`src/rtl/fetch_pkg.sv`:
```
// Shared definitions for the instruction fetch queue: the NOP word shown when
// the queue is empty, the default boot address, the request FSM states and the
// {pc, inst} entry layout stored in the ring buffer.
package fetch_pkg;

  localparam logic [31:0] NOP_INST         = 32'h0000_0013;
  localparam logic [31:0] DEFAULT_RESET_PC = 32'h0001_0000;

  typedef enum logic [1:0] {
    IDLE = 2'd0,
    WAIT = 2'd1,
    DROP = 2'd2
  } fetchState_e;

  typedef struct packed {
    logic [31:0] pc;
    logic [31:0] inst;
  } fetchEntry_t;

endpackage

```
`src/rtl/fetch_queue_if.sv`:
```
// Bundle of the fetch queue's memory-side and pipeline-side signals.
// The master modport is the fetch queue itself; the slave modport is the
// environment (instruction memory plus IF stage).
interface fetch_queue_if;

  logic        o_imemReq;
  logic [31:0] o_imemAddr;
  logic        i_imemAck;
  logic [31:0] i_imemData;
  logic        o_valid;
  logic [31:0] o_inst;
  logic [31:0] o_pc;
  logic        i_stall;
  logic        i_redirect;
  logic [31:0] i_redirectPC;

  modport master (
    output o_imemReq, o_imemAddr, o_valid, o_inst, o_pc,
    input  i_imemAck, i_imemData, i_stall, i_redirect, i_redirectPC
  );

  modport slave (
    input  o_imemReq, o_imemAddr, o_valid, o_inst, o_pc,
    output i_imemAck, i_imemData, i_stall, i_redirect, i_redirectPC
  );

endinterface

```
`src/rtl/fq_ring_buffer.sv`:
```
// Ring buffer of DEPTH fetch entries with push, pop and a clear that wins over
// both. DEPTH must be a power of two so the pointers wrap on their own.
module fq_ring_buffer
  import fetch_pkg::*;
#(
  parameter int DEPTH = 4
) (
  input  logic                   clk,
  input  logic                   rst_n,
  input  logic                   push_i,
  input  fetchEntry_t            pushEntry_i,
  input  logic                   pop_i,
  input  logic                   clear_i,
  output logic [$clog2(DEPTH):0] count_o,
  output fetchEntry_t            head_o
);

  localparam int PW = $clog2(DEPTH);
  localparam logic [PW-1:0] PTR_ONE = PW'(1);
  localparam logic [PW:0]   CNT_ONE = (PW + 1)'(1);

  fetchEntry_t     mem_q [DEPTH];
  logic [PW-1:0]   head_q;
  logic [PW-1:0]   tail_q;
  logic [PW:0]     count_q;

  // Pointer and occupancy bookkeeping; clear empties the queue in one cycle.
  always_ff @(posedge clk or negedge rst_n) begin
    if (!rst_n) begin
      head_q  <= '0;
      tail_q  <= '0;
      count_q <= '0;
    end else if (clear_i) begin
      head_q  <= '0;
      tail_q  <= '0;
      count_q <= '0;
    end else begin
      if (push_i) tail_q <= tail_q + PTR_ONE;
      if (pop_i)  head_q <= head_q + PTR_ONE;
      if (push_i && !pop_i)      count_q <= count_q + CNT_ONE;
      else if (!push_i && pop_i) count_q <= count_q - CNT_ONE;
    end
  end

  // Entry storage; contents are only meaningful below the occupancy count.
  always_ff @(posedge clk) begin
    if (push_i && !clear_i) mem_q[tail_q] <= pushEntry_i;
  end

  assign count_o = count_q;
  assign head_o  = mem_q[head_q];

endmodule

```
`src/rtl/fetch_queue.sv`:
```
// Instruction fetch queue: issues one outstanding word fetch at a time into a
// slot reserved in the ring buffer, and presents the oldest word to the IF
// stage. Control-flow redirects flush the queue and discard any response
// still in flight.
// Optional feature macro: FETCH_QUEUE_BYPASS_EN (empty-queue bypass of the
// returning word straight to the IF stage in the ack cycle).
module fetch_queue
  import fetch_pkg::*;
#(
  parameter int          DEPTH    = 4,
  parameter logic [31:0] RESET_PC = DEFAULT_RESET_PC
) (
  input  logic           clk,
  input  logic           reset_x,
  fetch_queue_if.master  bus
);

  localparam int CW = $clog2(DEPTH) + 1;
  localparam logic [CW-1:0] DEPTH_C = CW'(DEPTH);
  localparam logic [CW-1:0] CNT_ONE = CW'(1);

  fetchState_e   state_q;
  logic [31:0]   fetchPc_q;
  logic [CW-1:0] count;
  logic [CW-1:0] countNext;
  fetchEntry_t   headEntry;
  fetchEntry_t   pushEntry;
  logic [31:0]   redirectTarget;
  logic          ackWait;
  logic          bypass;
  logic          outValid;
  logic          push;
  logic          bufPop;
  logic          empty;

  assign empty          = (count == '0);
  assign redirectTarget = bus.i_redirectPC & 32'hFFFF_FFFC;
  assign ackWait        = (state_q == WAIT) && bus.i_imemAck && !bus.i_redirect;

`ifdef FETCH_QUEUE_BYPASS_EN
  assign bypass = ackWait && empty;
`else
  assign bypass = 1'b0;
`endif

  assign outValid  = (!empty || bypass) && !bus.i_redirect;
  assign bufPop    = outValid && !bus.i_stall && !empty;
  assign push      = ackWait && !(bypass && !bus.i_stall);
  assign pushEntry = '{pc: fetchPc_q, inst: bus.i_imemData};

  // Occupancy after this cycle's push/pop, used to decide whether the next slot is free.
  always_comb begin
    countNext = count;
    if (push && !bufPop)      countNext = count + CNT_ONE;
    else if (!push && bufPop) countNext = count - CNT_ONE;
  end

  fq_ring_buffer #(.DEPTH(DEPTH)) u_ring (
    .clk         (clk),
    .rst_n       (reset_x),
    .push_i      (push),
    .pushEntry_i (pushEntry),
    .pop_i       (bufPop),
    .clear_i     (bus.i_redirect),
    .count_o     (count),
    .head_o      (headEntry)
  );

  // Request FSM and fetch address: a request only starts when a slot is reserved.
  always_ff @(posedge clk or negedge reset_x) begin
    if (!reset_x) begin
      state_q   <= IDLE;
      fetchPc_q <= RESET_PC;
    end else begin
      case (state_q)
        IDLE: begin
          if (bus.i_redirect) begin
            state_q   <= WAIT;
            fetchPc_q <= redirectTarget;
          end else if (count < DEPTH_C) begin
            state_q <= WAIT;
          end
        end
        WAIT: begin
          if (bus.i_redirect) begin
            fetchPc_q <= redirectTarget;
            state_q   <= bus.i_imemAck ? WAIT : DROP;
          end else if (bus.i_imemAck) begin
            fetchPc_q <= fetchPc_q + 32'd4;
            state_q   <= (countNext < DEPTH_C) ? WAIT : IDLE;
          end
        end
        DROP: begin
          if (bus.i_redirect) fetchPc_q <= redirectTarget;
          if (bus.i_imemAck)  state_q   <= WAIT;
        end
        default: state_q <= IDLE;
      endcase
    end
  end

  assign bus.o_imemReq  = (state_q == WAIT);
  assign bus.o_imemAddr = fetchPc_q;
  assign bus.o_valid    = outValid;
  assign bus.o_inst     = !empty ? headEntry.inst : (bypass ? bus.i_imemData : NOP_INST);
  assign bus.o_pc       = !empty ? headEntry.pc   : (bypass ? fetchPc_q      : 32'h0);

endmodule
```
`src/flat_wrapper.sv`:
```
// flat-port wrapper written by rule: the top's interface ports become plain ports
module fetch_queue_flat import fetch_pkg::*;
#(
  parameter int          DEPTH    = 4,
  parameter logic [31:0] RESET_PC = DEFAULT_RESET_PC
)
  (clk, reset_x, bus_o_imemReq, bus_o_imemAddr, bus_o_valid, bus_o_inst, bus_o_pc, bus_i_imemAck, bus_i_imemData, bus_i_stall, bus_i_redirect, bus_i_redirectPC);
  fetch_queue_if bus_i ();
  input  logic clk;
  input  logic reset_x;
  output wire logic [$bits(bus_i.o_imemReq)-1:0] bus_o_imemReq;
  output wire logic [$bits(bus_i.o_imemAddr)-1:0] bus_o_imemAddr;
  output wire logic [$bits(bus_i.o_valid)-1:0] bus_o_valid;
  output wire logic [$bits(bus_i.o_inst)-1:0] bus_o_inst;
  output wire logic [$bits(bus_i.o_pc)-1:0] bus_o_pc;
  input wire logic [$bits(bus_i.i_imemAck)-1:0] bus_i_imemAck;
  input wire logic [$bits(bus_i.i_imemData)-1:0] bus_i_imemData;
  input wire logic [$bits(bus_i.i_stall)-1:0] bus_i_stall;
  input wire logic [$bits(bus_i.i_redirect)-1:0] bus_i_redirect;
  input wire logic [$bits(bus_i.i_redirectPC)-1:0] bus_i_redirectPC;
  assign bus_o_imemReq = bus_i.o_imemReq;
  assign bus_o_imemAddr = bus_i.o_imemAddr;
  assign bus_o_valid = bus_i.o_valid;
  assign bus_o_inst = bus_i.o_inst;
  assign bus_o_pc = bus_i.o_pc;
  assign bus_i.i_imemAck = bus_i_imemAck;
  assign bus_i.i_imemData = bus_i_imemData;
  assign bus_i.i_stall = bus_i_stall;
  assign bus_i.i_redirect = bus_i_redirect;
  assign bus_i.i_redirectPC = bus_i_redirectPC;
  fetch_queue #(.DEPTH(DEPTH), .RESET_PC(RESET_PC)) u_core (.clk(clk), .reset_x(reset_x), .bus(bus_i));
endmodule
```
`config.mk`:
```
export PLATFORM = sky130hd
export DESIGN_NAME = fetch_queue_flat
export DESIGN_NICKNAME = d
export VERILOG_FILES = /design/src/rtl/fetch_pkg.sv /design/src/rtl/fetch_queue_if.sv /design/src/rtl/fq_ring_buffer.sv /design/src/rtl/fetch_queue.sv /design/src/flat_wrapper.sv
export SDC_FILE = /design/constraint.sdc
export NUM_CORES = 1
export LEC_CHECK = 0
export ABC_CLOCK_PERIOD_IN_PS = 3200
export CORE_UTILIZATION = 49
export DETAILED_ROUTE_END_ITERATION = 10
export PLACE_DENSITY = 0.87
export SYNTH_ARGS = -nofsm -noshare
export SYNTH_HDL_FRONTEND = slang
export SYNTH_SLANG_ARGS = --single-unit
```
`constraint.sdc`:
```
create_clock -name clk -period 3.2 [get_ports clk]
set_input_delay 0.64 -clock clk [delete_from_list [all_inputs] [get_ports clk]]
set_output_delay 0.64 -clock clk [all_outputs]
set_load 0.02 [all_outputs]
```
==> impl_metrics.toml, run 1 <==
[sta]
slew_headroom_pct = 37.3
hold_ws_ns = 0.230
layout_min_cycle_time_ns = 3.11
finalHoldViolCount = 0
report.final.slew_viol_count = 0
worst_pin_slew_ns = 0.941
rsz0062_at_grt = "false"
fin_skew_ns = 0.0141
tns_ns = 0
setup_violations = 0
fin_crit_sh_pct = 97.3
max_freq_mhz = 321

[clock_network]
clk_pin_slew_ns = 0.06
cts-root-buf = "clkbuf_16"
cts_tree = "built"
insertion_delay_ns = 0.53
cts.sinks = 287
cts.path.max_buffers = 3
cts_hold_buf = 0
cts-htree-levels = 1
cts_buffers = 28

[synth]
synth.yosys.seq_area_share_pct = 71.3
synth_edf_count = 248
ys_top_cells_by_area = "edfxtp_1 63%, mux4_2 12%, dfrtp_1 8.0%, nor2b_1 3.3%, a21oi_1 1.2%"
yosysTopAreaCell = "edfxtp_1"
ys_ff_latch = 287
avgSynthCellArea_um2 = 17.2
yosys.area.top_type_share_pct = 63.0
syn-instance-count = 688
synthesis.area_um2 = 11800
synthArstFlopShare_pct = 13.6
yosysWarnings = 0
synth_top_flop_cell = "edfxtp_1"
synth_cell_type_count = 56

[cells_and_area]
n_fill_cell = 1645
num_antenna_cells = 0
area_delta_synth_final_pct = 28.3
mostFrequentLayoutCells = "248 x edfxtp_1, 121 x clkdlybuf4s50_1, 62 x mux4_2"
multi_input_area_um2 = 3220
drive_above_1_share_pct = 17.8
final_cells = 1211
regArea_um2 = 8430
nets = 948
final_cell_area_um2 = 15200
layout_commonest_cell = "edfxtp_1"

[worst_setup_path]
path_depth = 4
critPathCaptureType = "primary output"
crit_arrival_ns = 2.47
crit_family = "buffers and inverters"
cp-start-kind = "flop"
cp_num_buf_inv = 2
ff2ff_path_depth = 6
critical_path.max_stage_delay_ns = 0.57
path_max_fanout = 12
worstPathCellList = "buf_16 -> mux4_2 -> nor2b_1 -> clkdlybuf4s50_1"
critPathRequiredTime_ns = 2.56
slowest_stage = "clkdlybuf4s50_1"
path_class = "reg2out"

[route]
vias_per_cell = 5.74
drc = 0
ant_nets = 0
dr.pass1.iters = 5
wire_per_inst_um = 21.8
drt_iter0_drc = 585
routed_wl_mm = 26.4
vias = 6950

[power_and_ir_drop]
peakVddDrop_mv = 0.410
total_power_mw = 13.4
p_per_area_nw_per_um2 = 881
leakage_nw = 5.43

[floorplan]
die-area_um2 = 24700
coreArea_um2 = 23500
ios = 167
initial_core_util_pct = 50.2
fp.dieH_um = 157
std_cell_rows = 56
die_w_um = 157

[global_route]
overflow = 0
track_usage_pct = 21.4
grt_pass1_wl_mm = 39.6
grt_max_degree = 48
grt_pass1_vias = 6948
grt_antenna_before_repair = 0

[min_path]
min_path_type = "in2async"

[outcome]
status = "finished, final reports clean"

[place]
port_buffers = 160
placed_cell_area_um2 = 14000
gp_congestion = 0.805
dp_cells = 1153
dp_hpwl_mm = 16.6

[run]
cap_violations = 0
worst reg2reg max path, delay by kind of cell (launching register included):
family	cells	cell delay (ns)
flip-flops	1	0.53
adder cells (fa/ha/maj)	1	0.32
AND/OR/NAND/NOR	3	0.87
AO/OA/AOI/OAI	2	0.45
logic make-up (layout without fill, tap and decap cells):
kind of cell / count (synthesis) / in the layout / synth area share (%)
flops: 287 / 287 / 71.3
compound gates: 90 / 90 / 4.91
fa+ha+maj: 10 / 10 / 1.02
buf+inv: 48 / 249 / 1.79
mux: 62 / 62 / 11.8
simple gates: 185 / 185 / 8.75
xor+xnor: 5 / 5 / 0.371
other cells: 1 / 4 / 0.0317
synth_stat cells, types with 2 or more instances:
cell type  count
nand2_1       25
dfrtp_1       38
and2_1         4
nand4_1        4
a21o_1         2
nand3_1       14
or3_1          3
inv_1          6
clkbuf_1      22
maj3_1         2
a311oi_1       9
buf_4          4
xnor2_1        3
a211oi_1       9
a31oi_1        4
ha_1           8
or2_2          3
buf_1          3
mux4_2        62
and3_1        11
o21ai_0       16
edfxtp_1     248
nor2b_1       62
and4_1         5
xor2_1         2
o21a_1         2
o22ai_1        8
nor2_1        34
buf_2         12
a21oi_1       28
nor3_1        10
sequential cells by signal, summed over array words and instances (netlist names):
signal and flops:
u_core.u_ring.count_o 3, u_core.u_ring.tail_q 2, u_core.u_ring.mem_q 248, u_core.u_ring.head_q 2, u_core.bus.o_imemAddr 30, u_core.state_q 2
where the power goes:
part           total (mW)  leakage, nW  switching [mW]  internal [mW]
sequential           5.26         2.70           0.564           4.69
combinational        4.72         2.27            2.43           2.29
clock                3.37        0.467            1.33           2.05
through the flow:
stage	util, %	setup slack (ns)
4_1_cts	63.9	0.000386
3_5_place_dp	59.6	0.344
3_3_place_gp	59.6	0.383
6_report	64.4	0.0851
5_1_grt	64.4	0.00462
2_1_floorplan	-	0.615
layout make-up:
cell class                 count  share of cell area (%)
timing repair buffer         192                    14.0
multi-input combinational    356                    21.3
tap                          319                    2.63
inverter                       6                   0.149
clock inverter                14                    1.19
clock buffer                  37                    5.18
sequential                   287                    55.6
timing repair:
item,in CTS,in global routing
endpoints found under the setup margin,58,51
gates resized for setup,8,31
gates cloned,0,1
buffers inserted,4,2
path summary, 6_finish.rpt:
kind,startpoint,end,slack [ns]
setup / recovery,u_core.u_ring.head_q[0],bus_o_inst[28],0.09
hold / removal,reset_x,u_core.bus.o_imemAddr[3],0.23
setup reg to reg,u_core.bus.o_imemAddr[2],u_core.bus.o_imemAddr[26],0.93
hold reg to reg,u_core.u_ring.tail_q[0],u_core.u_ring.tail_q[0],0.59
max in group asynchronous,reset_x,u_core.u_ring.head_q[0],2.25
min in group clk,u_core.u_ring.tail_q[0],u_core.u_ring.tail_q[0],0.59
routing by layer:
metal	part of all wire [%]	routed length [um]	GRT usage (%)
met2	49	12900	35.0
met3	8.2	2160	4.07
met1	41	10800	29.3
met4	2.2	591	6.89
met5	0	0	0
(Power assumes the default switching activity.)
==> run 2: changes to the inputs <==
CTS_CLUSTER_DIAMETER = 150   (was default)
==> results of run 2 <==
Final layout, timing and power as in run 1 (identical DEF).
==> run 3: changes to the inputs <==
CORE_UTILIZATION = 51   (was 49)
CTS_BUF_LIST = sky130_fd_sc_hd__clkbuf_8   (was default)
PLACE_DENSITY = 0.89   (was 0.87)
==> run 3 against run 2 <==
Effect of this change:
- via count is 1.2% higher
- flip-flop and latch count unchanged
- power is 4.5% lower
- final cell count down 0.66%
- first-iteration DRC count grew 7.5%
- non-clock buffer count is 5 lower
- combinational power is 3% lower
- register-to-register slack better by 0.08 ns
- global-route usage increased by 0.83 points
- clock skew grew 0.0056 ns
- critical path type unchanged
==> impl_metrics.toml, run 3 (synthesized netlist as in run 1, its figures left out) <==
[worst_setup_path]
ff2ff_setup_slack_ns = 1.01
path_class = "reg2out"
path_max_fanout = 9
cp-start-kind = "flop"
crit_arrival_ns = 2.47
critPathCaptureType = "primary output"
critPathRequiredTime_ns = 2.56
ff2ff_path_depth = 6

[clock_network]
cts-root-buf = "clkbuf_8"
cts.sinks = 287
insertion_delay_ns = 0.53
clk_pin_slew_ns = 0.06
cts-htree-levels = 2
cts.path.max_buffers = 3
cts_tree = "built"
cts_hold_buf = 0
cts_buffers = 44

[floorplan]
std_cell_rows = 55
initial_core_util_pct = 52.0
ios = 167
fp.dieH_um = 154
die_w_um = 154
die-area_um2 = 23800
coreArea_um2 = 22700

[cells_and_area]
top_register = "u_core.u_ring.mem_q"
mostFrequentLayoutCells = "248 x edfxtp_1, 110 x clkdlybuf4s50_1, 62 x mux4_2"
final_cell_area_um2 = 15000
drive_above_1_share_pct = 18.7
nets = 959
num_antenna_cells = 0
layout_commonest_cell = "edfxtp_1"
final_cells = 1203
final_util_pct = 65.9
area_delta_synth_final_pct = 26.8
largest_register_ffs = 248

[min_path]
min_path_type = "in2async"

[sta]
setup_violations = 0
fin_crit_sh_pct = 97.1
report.final.slew_viol_count = 0
layout_min_cycle_time_ns = 3.11
worst_pin_slew_ns = 0.928
finalHoldViolCount = 0
max_freq_mhz = 322
hold_ws_ns = 0.241
rsz0062_at_grt = "true"
slew_headroom_pct = 38.1
fin_skew_ns = 0.0197

[route]
wire_per_inst_um = 21.3
drc = 0
dr.pass1.iters = 5
drt_iter0_drc = 629
routed_wl_mm = 25.6
ant_nets = 0
vias = 7032
vias_per_cell = 5.85

[global_route]
overflow = 0
grt_antenna_before_repair = 0
grt_pass1_vias = 7146
track_usage_pct = 22.3
grt_pass1_wl_mm = 39.9
grt_max_degree = 40

[power_and_ir_drop]
leakage_nw = 5.58
peakVddDrop_mv = 0.508
p_per_area_nw_per_um2 = 851
total_power_mw = 12.7

[place]
port_buffers = 160
dp_hpwl_mm = 16.4
gp_congestion = 0.890
placed_cell_area_um2 = 14000
dp_cells = 1117

[run]
cap_violations = 0

[outcome]
status = "finished, final reports clean"
-- run 3: worst paths after layout --
check | end | from
max | bus_o_pc[3] | u_core.u_ring.head_q[0]
min | u_core.bus.o_imemAddr[7] | reset_x
max reg2reg | u_core.bus.o_imemAddr[30] | u_core.bus.o_imemAddr[2]
min reg2reg | u_core.u_ring.tail_q[0] | u_core.u_ring.tail_q[0]
max in group asynchronous | u_core.u_ring.head_q[1] | reset_x
min in group clk | u_core.u_ring.tail_q[0] | u_core.u_ring.tail_q[0]
-- run 3: power breakdown --
group	switching (mW)	internal, mW	total [mW]
Sequential	0.563	4.69	5.26
Clock	1.35	1.55	2.89
Combinational	2.39	2.21	4.60
Total	4.30	8.44	12.7
-- run 3: per-layer routing --
| layer | share of wire [%] | vias up | global-route usage (%) |
|---|---|---|---|
| met5 | 0 | - | 0 |
| met4 | 3.0 | 0 | 9.19 |
| met3 | 7.7 | 62 | 4.23 |
| met2 | 50 | 339 | 36.1 |
| met1 | 40 | 3523 | 29.9 |
| li1 | - | 3108 | - |
-- run 3: area by class of cell --
| cell class | count | area, um^2 |
|---|---|---|
| clock buffers | 51 | 702 |
| clock inverters | 31 | 165 |
| fillers | 1497 | 7730 |
| inverters | 6 | 22.5 |
| multi-input cells | 356 | 3220 |
| flip-flops and latches | 287 | 8430 |
| well taps | 285 | 357 |
| repair buffers | 187 | 2070 |
-- run 3: metrics by stage --
stage	setup slack [ns]	TNS (ns)
floorplan	0.615	0
global placement	0.382	0
detailed placement	0.378	0
CTS	-0.0235	-0.0466
global route	-0.00339	-0.00339
finish	0.0922	0
-- run 3: critical path: stages, from the launching register on --
cell and delay, ns:
dfrtp_4 0.50, buf_6 0.21, mux4_2 0.51, nor2b_1 0.17, clkdlybuf4s50_1 0.54
-- run 3: timing repair --
item / CTS / global route
buffers inserted: 3 / 1
pin swaps: 0 / 0
setup endpoints to repair: 57 / 45
gates resized for setup: 7 / 45
